==> src/rtl/result_drain_sched.sv <==
`default_nettype none
// ============================================================================
// Module   : result_drain_sched
// Brief    : Waits for every enabled core to report done, then streams one
//            result word per enabled core in ascending core order.
// Revision : 1.0 - initial release
// ============================================================================
module result_drain_sched #(
    parameter int CORENUM = 16,
    parameter int DW      = 32
) (
    input  logic                  clk,
    input  logic                  rst,
    input  logic                  start,
    input  logic [CORENUM-1:0]    core_en,
    input  logic [CORENUM-1:0]    core_done,
    input  logic [CORENUM*DW-1:0] core_data,
    input  logic                  dst_ready,
    output logic                  dst_valid,
    output logic [DW-1:0]         dst_data,
    output logic                  dst_last,
    output logic                  busy,
    output logic                  err
);

    localparam int PW = (CORENUM > 1) ? $clog2(CORENUM) : 1;

    typedef enum logic [1:0] {
        S_IDLE    = 2'd0,
        S_COLLECT = 2'd1,
        S_DRAIN   = 2'd2
    } state_t;

    state_t               state_q;
    logic [CORENUM-1:0]   en_mask_q;
    logic [CORENUM-1:0]   done_keep_q;
    logic [PW-1:0]        ptr_q;
    logic                 valid_q;
    logic [DW-1:0]        data_q;
    logic                 last_q;
    logic                 err_q;

    logic [DW-1:0]        words [CORENUM];
    logic [CORENUM-1:0]   done_merge_d;
    logic [PW-1:0]        low_idx_d;
    logic [PW-1:0]        high_idx_d;
    logic [PW-1:0]        next_idx_d;

    generate
        for (genvar gi = 0; gi < CORENUM; gi++) begin : g_words
            assign words[gi] = core_data[gi*DW +: DW];
        end
    endgenerate

    assign done_merge_d = done_keep_q | (core_done & en_mask_q);

    // Priority encoders over the latched mask: lowest, highest and next-above-ptr.
    always_comb begin
        low_idx_d  = '0;
        high_idx_d = '0;
        next_idx_d = '0;
        for (int i = CORENUM - 1; i >= 0; i--) begin
            if (en_mask_q[i]) begin
                low_idx_d = PW'(i);
                if (i > int'(ptr_q)) begin
                    next_idx_d = PW'(i);
                end
            end
        end
        for (int i = 0; i < CORENUM; i++) begin
            if (en_mask_q[i]) begin
                high_idx_d = PW'(i);
            end
        end
    end

    always_ff @(posedge clk) begin
        if (rst) begin
            state_q     <= S_IDLE;
            en_mask_q   <= '0;
            done_keep_q <= '0;
            ptr_q       <= '0;
            valid_q     <= 1'b0;
            data_q      <= '0;
            last_q      <= 1'b0;
            err_q       <= 1'b0;
        end else begin
            case (state_q)
                S_IDLE: begin
                    if (start && (core_en != '0)) begin
                        en_mask_q   <= core_en;
                        done_keep_q <= '0;
                        state_q     <= S_COLLECT;
                    end
                end
                S_COLLECT: begin
                    done_keep_q <= done_merge_d;
                    if (start) begin
                        err_q <= 1'b1;
                    end
                    if (done_merge_d == en_mask_q) begin
                        state_q <= S_DRAIN;
                        ptr_q   <= low_idx_d;
                        valid_q <= 1'b1;
                        data_q  <= words[low_idx_d];
                        last_q  <= (low_idx_d == high_idx_d);
                    end
                end
                S_DRAIN: begin
                    // A second done from an enabled core means it restarted mid-job.
                    if (start || ((core_done & en_mask_q) != '0)) begin
                        err_q <= 1'b1;
                    end
                    if (valid_q && dst_ready) begin
                        if (last_q) begin
                            valid_q <= 1'b0;
                            last_q  <= 1'b0;
                            state_q <= S_IDLE;
                        end else begin
                            ptr_q  <= next_idx_d;
                            data_q <= words[next_idx_d];
                            last_q <= (next_idx_d == high_idx_d);
                        end
                    end
                end
                default: begin
                    state_q <= S_IDLE;
                end
            endcase
        end
    end

    assign dst_valid = valid_q;
    assign dst_data  = data_q;
    assign dst_last  = last_q;
    assign busy      = (state_q != S_IDLE);
    assign err       = err_q;

endmodule
`default_nettype wire

==> config.mk <==
export PLATFORM = sky130hd
export DESIGN_NAME = result_drain_sched
export DESIGN_NICKNAME = d
export VERILOG_FILES = /design/src/rtl/result_drain_sched.sv
export SDC_FILE = /design/constraint.sdc
export NUM_CORES = 1
export LEC_CHECK = 0
export CAP_MARGIN = 20
export CORE_AREA = 2 2 229 231
export CTS_CLUSTER_SIZE = 16
export DETAILED_ROUTE_END_ITERATION = 8
export DIE_AREA = 0 0 231 233
export PLACE_DENSITY = 0.55
export SYNTH_ARGS = -nofsm -noshare
export SYNTH_HDL_FRONTEND = slang
export SYNTH_SLANG_ARGS = --single-unit
==> constraint.sdc <==
create_clock -name clk -period 3.6 [get_ports clk]
set_input_delay 0.36 -clock clk [delete_from_list [all_inputs] [get_ports clk]]
set_output_delay 0.36 -clock clk [all_outputs]
set_load 0.02 [all_outputs]
==> results <==
-- worst reg2reg max path, stage by stage (launching register included) --
cell	delay (ps)
dfxtp_1	500
or4_1	780
o31ai_1	490
and2_1	330
nand2_2	80
buf_4	190
a311oi_1	430
a31oi_1	80
nand4_1	100
a211oi_1	60
a32o_1	230
-- synth_stat cells (all sizes together) (32+ instances only) --
cell / number / area [sq um]
a21oi: 149 / 749
or3: 41 / 257
buf: 135 / 808
o31ai: 34 / 255
nor2: 133 / 518
mux2i: 67 / 671
nand2: 403 / 1530
o21ai: 120 / 601
clkbuf: 87 / 327
and3: 54 / 338
nand3: 121 / 616
o22ai: 82 / 513
a211oi: 153 / 1150
dfxtp: 73 / 1460
nor3: 92 / 477
o211ai: 32 / 240
-- final cells by class --
class	count	share of cell area, %
diodes	31	0.376
clock inverters	5	0.413
repair buffers	724	34.7
flip-flops and latches	73	7.10
clock buffers	11	1.23
multi-input cells	1803	51.8
inverters	19	0.346
well taps	680	4.13
-- power breakdown --
group	switching (W)	total (W)	internal, W
sequential	0.000313	0.00137	0.00106
clock	0.000510	0.00116	0.000652
combinational	0.00928	0.0143	0.00506
total	0.0101	0.0169	0.00676
-- layer usage --
metal | global-route usage [%] | routed length [microns]
met5 | 0 | 124
met4 | 14.0 | 3560
met3 | 9.85 | 11700
met2 | 56.2 | 45400
met1 | 47.6 | 41700
-- kinds of logic (layout without fill, tap and decap cells) --
family	count (synthesis)	in the layout	share of synthesized area, %
xor gates and xnor gates	1	1	0.0664
DFF	73	73	11.1
other	0	31	0
AOI/OAI and AO/OA	773	773	39.7
and+or+nand+nor	957	957	34.5
adders and majority gates	3	3	0.285
muxes	69	69	5.25
buffers and inverters	241	759	9.14
-- path summary, 6_finish.rpt --
path                  end
min          dst_data[28]
max reg2reg  dst_data[15]
min reg2reg  dst_data[28]
max          dst_data[15]
-- metrics by stage --
stage	instance area, sq um	setup slack [ps]
after floorplan	13200	1040
after global placement	20200	255
after detailed placement	20200	220
after CTS	20500	202
after global routing	20600	48.8
final	20600	235
-- repair_timing --
action                     4_1_cts  5_1_grt
setup buffers                    0        0
setup endpoints to repair        0        2
resized for setup                0        2
-- registers in the layout, summed over array words and instances (netlist names) --
signal	count
dst_data	32
done_keep_q	16
en_mask_q	16
ptr_q	4
state_q	2
dst_last	1
dst_valid	1
err	1
==> summary.txt <==
Min path
  – Hold Crit Class: flip-flop to flip-flop
  – Hold path start: dst_data[28]
  – Hold Path Depth: 2

Final layout
  – Final std cells w/o fill: 3,346
  – Commonest cells after routing, fill and taps aside: clkdlybuf4s50_1 (583), nand2_1 (398), a211oi_1 (153), a21oi_1 (146), nor2_1 (129)
  – Filler cells: approximately 5,400
  – Layout cell share with drive strength beyond 1: 7.67%
  – Most frequent standard cell in the layout excluding fill and tap cells: clkdlybuf4s50_1
  – Signed area change from the synthesized netlist to the final layout: 56.2%
  – Number of nets in the layout: 3,181
  – Final Util: 40.3%
  – Area taken by flip-flops and latches: 1460 sq um
  – Multi-input combinational cell area: 10,700 sq um

Clocking
  – Clock Latency Late Sink: 400 ps
  – CTS tree: done
  – Num Clock Sinks: between 70 and 80
  – Clock buffers created by TritonCTS: 9
  – Hold-fix buffers at CTS: 0
  – Longest Clk Path Bufs: 2
  – Maximum level of the CTS H-tree: 3
  – Post-CTS clock slew at the launch and capture registers of the worst setup and hold paths: 80 ps
  – Buffer cell driving the clock tree root: clkbuf_16

Die
  – Die height: 233 microns
  – Floorplan die area: 53,800 sq um
  – Starting Density: between 20% and 30%
  – Placeable core region: ~51,000 sq um
  – Chip Width: 231 microns
  – Number of top-level pins: between 500 and 600
  – Site row count: between 80 and 90

GRT
  – Gr usage total: 36.3%
  – Global-route wire length before repair: 144,000 microns
  – Initial antenna violation count: 43
  – Vias in the first global route: 19,900
  – Overflow left after global routing: 0
  – Maximum number of pins on one net before global-route repair: 55

Setup path
  – Critical Path Sink Type: flip-flop
  – Critical Path Max Stage Delay: approximately 780 ps
  – Critical Path Fanout Max: 13
  – Worst R2R Setup Slack: 240 ps
  – Critical path required time: 3890 ps
  – CP cell instances: or4_1 -> o31ai_1 -> and2_1 -> nand2_2 -> buf_4 -> a311oi_1 -> a31oi_1 -> nand4_1 -> a211oi_1 -> a32o_1
  – Reg2Reg Depth: 10
  – RR Startpoint: en_mask_q[9]
  – Arr. time, crit path: 3650 ps
  – Slowest stage cell, crit path: or4_1
  – Kind of cell with the highest combined delay on the critical path: simple AND/OR/NAND/NOR gates
  – Kind of launch point of the worst setup path: flip-flop
  – Worst Setup Path Type: flip-flop to flip-flop
  – Launching element of the worst setup path: en_mask_q[9]
  – Critical path buffer and inverter count: 1
  – Crit. path cell count: 10

Power
  – Power density cells: slightly above 800 nW/um^2
  – Total leakage power: roughly 7.4 nW
  – Peak supply drop: roughly 560 uV
  – Final total power: 0.0169 W

Routing
  – Residual DRC count: 0
  – Post-detailed-route wirelength per cell: 30.7 microns
  – Count of vias placed by the detailed router: 21,000
  – Initial drt markers: 2,881
  – Wire length after detailed routing: 103,000 microns
  – Detailed-router iteration count before antenna repair: 7
  – Count of nets left with antenna violations after detail routing: 0
  – Via-per-instance ratio: 6.27

Job
  – Count of max-cap constraint violations: 0

Synth
  – Distinct cell type count of the synthesized netlist: 89
  – Cell area after synthesis: 13,200 sq um
  – Warnings from Yosys: 0
  – Proportion of register bits with asynchronous set or reset after synthesis: 0%
  – Most common flop cell mapped by yosys: dfxtp_1
  – Total nets after synthesis: 2,668
  – Sequential element share of the synthesized area: roughly 11%
  – Register bit count reported by yosys: between 70 and 80
  – Synthesized instance count: 2,117
  – Synthesized area divided by synthesized cell count: 6.23 sq um
  – Count of flip-flops with a built-in enable after synthesis: 0

Timing
  – Final cycle utilization of the critical path: 93.5%
  – Post-route minimum period: about 3400 ps
  – RSZ-0062 raised after global routing: no
  – Fin. Hold Viols: 0
  – Setup total negative slack: 0 ps
  – Max-slew violation count: 0
  – Transition at the pin with the smallest max-transition slack: a little over 1000 ps
  – Fmax: just under 300 MHz
  – Final setup violation count: 0
  – Fin Hold WS: 465 ps
  – Fin Clk Skew: 18.2 ps
  – Worst relative slew slack: 30.7%

Placement
  – Input/output buffers: 583
  – Estimated wirelength of the detail-placed design: 78,000 microns
  – Routability-driven placement congestion ratio: 1.01
  – Number of cells after detailed placement: 3,299

Run status
  – Outcome: finished clean
No activity file was read; power rests on OpenSTA's default activity.
